File: src/rtl/clock_monitor.sv
// Frequency/period monitor for an asynchronous square wave: counts rising edges
// per gate window, measures the interval between edges, and flags range and loss of signal.
module clock_monitor #(
    parameter int BUS_WIDTH    = 32,
    parameter int FREQ_IN      = 25000000,
    parameter int GATE_CYCLES  = 25000,
    parameter int EXPECTED_CNT = 1000,
    parameter int TOLERANCE    = 2
) (
    input  logic                 clk_in,
    input  logic                 rst_in,
    input  logic                 sig_in,
    output logic [BUS_WIDTH-1:0] freq_cnt,
    output logic                 freq_valid,
    output logic                 in_range,
    output logic [BUS_WIDTH-1:0] period_cnt,
    output logic                 period_valid,
    output logic                 stopped
);

    if (GATE_CYCLES < 2 || FREQ_IN <= 0 || BUS_WIDTH < 2) begin : g_bad_params
        $error("clock_monitor: invalid parameter set");
    end

    localparam logic [BUS_WIDTH-1:0] GATE_LAST = BUS_WIDTH'(GATE_CYCLES - 1);
    localparam logic [BUS_WIDTH:0]   EXP_W     = (BUS_WIDTH+1)'(EXPECTED_CNT);
    localparam logic [BUS_WIDTH:0]   TOL_W     = (BUS_WIDTH+1)'(TOLERANCE);
    // One extra bit keeps EXPECTED+TOLERANCE from wrapping; the lower bound clamps at zero.
    localparam logic [BUS_WIDTH:0]   RANGE_LO  = (EXP_W >= TOL_W) ? (EXP_W - TOL_W) : '0;
    localparam logic [BUS_WIDTH:0]   RANGE_HI  = EXP_W + TOL_W;

    typedef enum logic {
        ARM,
        MEASURE
    } state_t;

    state_t               state;
    logic                 sync1, sync2, hist;
    logic                 sig_rise;
    logic                 seen_edge;
    logic [BUS_WIDTH-1:0] gate_cnt;
    logic [BUS_WIDTH-1:0] edge_cnt;
    logic [BUS_WIDTH-1:0] edge_next;
    logic [BUS_WIDTH-1:0] per_cnt;

    function automatic logic [BUS_WIDTH-1:0] sat_inc(input logic [BUS_WIDTH-1:0] x);
        return (x == '1) ? x : x + 1'b1;
    endfunction

    function automatic logic in_window(input logic [BUS_WIDTH-1:0] cnt);
        logic [BUS_WIDTH:0] c;
        c = {1'b0, cnt};
        return (c >= RANGE_LO) && (c <= RANGE_HI);
    endfunction

    always_ff @(posedge clk_in or posedge rst_in) begin
        if (rst_in) begin
            sync1 <= 1'b0;
            sync2 <= 1'b0;
            hist  <= 1'b0;
        end else begin
            sync1 <= sig_in;
            sync2 <= sync1;
            hist  <= sync2;
        end
    end

    assign sig_rise = sync2 & ~hist;

    always_comb begin
        edge_next = edge_cnt;
        if (sig_rise) edge_next = sat_inc(edge_cnt);
    end

    always_ff @(posedge clk_in or posedge rst_in) begin
        if (rst_in) begin
            state      <= ARM;
            gate_cnt   <= '0;
            edge_cnt   <= '0;
            freq_cnt   <= '0;
            freq_valid <= 1'b0;
            in_range   <= 1'b0;
            stopped    <= 1'b0;
        end else begin
            freq_valid <= 1'b0;
            unique case (state)
                ARM: begin
                    if (sig_rise) begin
                        state    <= MEASURE;
                        gate_cnt <= '0;
                        edge_cnt <= '0;
                        stopped  <= 1'b0;
                    end else if (gate_cnt == GATE_LAST) begin
                        freq_cnt   <= '0;
                        in_range   <= in_window('0);
                        freq_valid <= 1'b1;
                        stopped    <= 1'b1;
                        gate_cnt   <= '0;
                    end else begin
                        gate_cnt <= gate_cnt + 1'b1;
                    end
                end
                MEASURE: begin
                    // An edge on the closing cycle is folded into this window's result.
                    if (gate_cnt == GATE_LAST) begin
                        freq_cnt   <= edge_next;
                        in_range   <= in_window(edge_next);
                        freq_valid <= 1'b1;
                        gate_cnt   <= '0;
                        edge_cnt   <= '0;
                        if (edge_next == '0) begin
                            stopped <= 1'b1;
                            state   <= ARM;
                        end else begin
                            stopped <= 1'b0;
                        end
                    end else begin
                        gate_cnt <= gate_cnt + 1'b1;
                        edge_cnt <= edge_next;
                    end
                end
                default: state <= ARM;
            endcase
        end
    end

    always_ff @(posedge clk_in or posedge rst_in) begin
        if (rst_in) begin
            per_cnt      <= '0;
            seen_edge    <= 1'b0;
            period_cnt   <= '0;
            period_valid <= 1'b0;
        end else begin
            period_valid <= 1'b0;
            if (sig_rise) begin
                per_cnt   <= '0;
                seen_edge <= 1'b1;
                if (seen_edge) begin
                    period_cnt   <= sat_inc(per_cnt);
                    period_valid <= 1'b1;
                end
            end else begin
                per_cnt <= sat_inc(per_cnt);
            end
        end
    end

endmodule
File: config.mk
export PLATFORM = sky130hd
export DESIGN_NAME = clock_monitor
export DESIGN_NICKNAME = d
export VERILOG_FILES = /design/src/rtl/clock_monitor.sv
export SDC_FILE = /design/constraint.sdc
export NUM_CORES = 1
export LEC_CHECK = 0
export CORE_MARGIN = 2
export CORE_UTILIZATION = 53
export CTS_BUF_LIST = sky130_fd_sc_hd__clkbuf_4 sky130_fd_sc_hd__clkbuf_8 sky130_fd_sc_hd__clkbuf_16
export DETAILED_ROUTE_END_ITERATION = 10
export PLACE_DENSITY = 0.83
export SYNTH_ARGS = -nofsm -noshare
export SYNTH_HDL_FRONTEND = slang
export SYNTH_SLANG_ARGS = --single-unit
export TNS_END_PERCENT = 50
File: constraint.sdc
create_clock -name clk_in -period 5.7 [get_ports clk_in]
set_input_delay 0.855 -clock clk_in [delete_from_list [all_inputs] [get_ports clk_in]]
set_output_delay 0.855 -clock clk_in [all_outputs]
set_load 0.005 [all_outputs]
==> qor.txt <==
GRT overflow: 0
Die Span Y: 130 um
First-pass GRT wire length: 32.0 mm
Fin area: 0.00970 sq mm
Setup WS post-layout: 2.38 ns
Setup bufs post-CTS: 0
Setup CP Type: register to register
CP Launch Type: register
Root Buffer: clkbuf_16
Placer congestion estimate: 0.954
GRT Total Usage: 0.241
Final Hold Vio Count: 0
Via count: 6705
Core ar.: 0.0153 sq mm
TritonCTS clock tree: yes
Seq/Total Area, Yosys: 0.505
Synth cell types: 69
Final-report setup violation count: 0
Top cell type's share of synthesized area: 0.505
Power, Total: 2.72 mW
Die area: 0.0168 sq mm
Max incr delay on CP: 0.50 ns
WL per Instance: 16.8 um
Crit end category: register
Vias in the first global route: 6317
ANT cells: 0
WP data arrival: 3.62 ns
Initial Util: 0.547
IO buf count: 70
Via density: 5.86
FMAX: 302 MHz
Cell Count Post-Placement: 1114
CTS resizes: 0
Netlist Area Pre-Place: 0.00837 sq mm
Row cnt: 45
Ys async rst share: 1.00
EDFF count, synth: 0
Antenna-violating nets left: 0
Placed Area: 0.00914 sq mm
Leading post-synthesis cells by cell area: dfrtp_1 51%, nand2_1 5.2%, xor2_1 4.6%, o21ai_0 4.5%, nor2_1 4.4%
Count leader, synth: dfrtp_1
TNS Setup: 0 ns
Clock-pin transition on the worst setup and hold timing paths: 0.07 ns
Status: complete, no violations
DP Wirelength: 12.8 mm
Critical Path Slowest Stage Cell: nor4_1
Clock skew: 0.0107 ns
CTS Hold Bufs: 0
Synthesized flop and latch total: 169
RSZ-0062 raised after global routing: false
Largest net degree at the start of global routing: 73
Syn nets: 887
Area delta synth->final: 15.9%
Worst hold path type: register to register
Finished Layout Cells: 1144
Final hold slack: 0.414 ns
Fin nets: 928
Share of cells above drive strength 1: 0.0675
Max Buffers Root-to-Sink: 2
Worst Path Buf+Inv: 0
I/O pins: 71
Family with the most delay on the worst path: simple AND/OR/NAND/NOR gates
Maximum vdd drop: 0.000235 V
CTS buffer count: 17
Crit path time final: 3.32 ns
Max-slew violations: 0
DRC: 0
Tcrit/Tclk final: 0.582
Final Core Density: 0.634
Crit-path cells: ha_1, and3_1, nand4_4, a211oi_2, a21boi_0, nor4_1, nand4_1, nor3_1, a21oi_1
Worst path required time: 6.00 ns
Post-synth top cells: 169 x dfrtp_1, 115 x nand2_1, 99 x nor2_1
DP Worst Slack: 2.45 ns
Clk_lat worst skew: 0.44 ns
Antenna violations before repair: 0
Clock Sinks: 169
Maxcap violations: 0
Die width: 130 um
Syn_area_per_cell: 9.51 sq um
Ys flop type: dfrtp_1
Htree depth: 4
Pleak: 4.05 nW
First drt pass iteration count: 5
Worst slew pin tran: 1.22 ns
Synth warnings: 0
Drt first-iter violations: 553
Pwr Density: 280 mW/mm^2
Worst Path Max Fanout: 8
Relative slew slack: 0.187
Total wire length: 19.3 mm
Synth area leader: dfrtp_1
Post-Synthesis Cells: 881
[power breakdown]
group	total (mW)	internal [mW]	switching, mW
logic	0.270	0.111	0.160
registers	1.33	1.26	0.0697
clock network	1.12	0.611	0.507
total	2.72	1.98	0.736
[cells in the final DEF, fill, tap and decap left out, types with 3 or more instances in the layout]
master,n
and3_1,22
a211o_1,3
o31a_1,3
clkdlybuf4s50_1,70
and4_1,7
a311oi_1,3
mux2i_1,3
o31ai_1,7
nor4_1,14
nor2_1,99
inv_8,3
inv_1,10
clkinv_4,3
clkbuf_16,17
buf_4,7
nand2b_1,4
o21ai_0,76
xor2_1,44
dfrtp_1,169
o21ai_1,18
inv_6,5
nand4_1,25
a22o_1,13
a21oi_1,9
nand3_1,42
or3_1,8
a21boi_0,3
and2_1,9
o41ai_1,3
nor3_1,20
nand4b_1,3
nand2_1,114
ha_1,3
nand3_2,4
nor4b_1,3
xnor2_1,38
[registers in the layout (all words and copies together), names as in the netlist]
name	cells
state	1
in_range	1
freq_valid	1
stopped	1
freq_cnt	32
seen_edge	1
period_cnt	32
per_cnt	32
sync1	1
period_valid	1
hist	1
sync2	1
gate_cnt	32
edge_cnt	32
[path summary, 6_finish.rpt]
kind / slack, ns / endpoint / start / cells after the start
max: 2.38 / state / edge_cnt[0] / 9
min: 0.41 / hist / sync2 / 0
max reg2reg: 2.38 / state / edge_cnt[0] / 9
min reg2reg: 0.41 / hist / sync2 / 0
max in group asynchronous: 3.71 / freq_cnt[26] / rst_in / 3
min in group asynchronous: 0.90 / period_cnt[22] / rst_in / 2
[layout make-up]
class	instances	area, sq um
inverter	11	46.3
tap	211	264
timing repair buffer	77	753
multi-input combinational	646	3850
sequential	169	4230
clock inverter	13	138
fill	1240	5610
clock buffer	17	425
[per-layer routing]
metal  vias up  track usage  wire length [um]
met1      3301        0.352              9230
met2       199        0.371              8670
met3        32       0.0422              1030
met4         0       0.0778               333
met5         -            0                 0
li1       3173            -                 -
[worst reg2reg max path, cell delays in order (launching register included)]
cell and delay (ns):
dfrtp_1 0.49, ha_1 0.26, and3_1 0.37, nand4_4 0.25, a211oi_2 0.47, a21boi_0 0.21, nor4_1 0.50, nand4_1 0.21
nor3_1 0.31, a21oi_1 0.12
[cell families (layout without fill, tap and decap cells)]
family          after synthesis  count (layout)  synth area share
simple gates                394             394             0.238
flops                       169             169             0.505
compound gates              164             164             0.126
xor+xnor                     82              82            0.0858
buf+inv                      66             118            0.0377
fa+ha+maj                     3               3           0.00448
mux                           3               3           0.00359
Power figures use the tool's default switching activity.
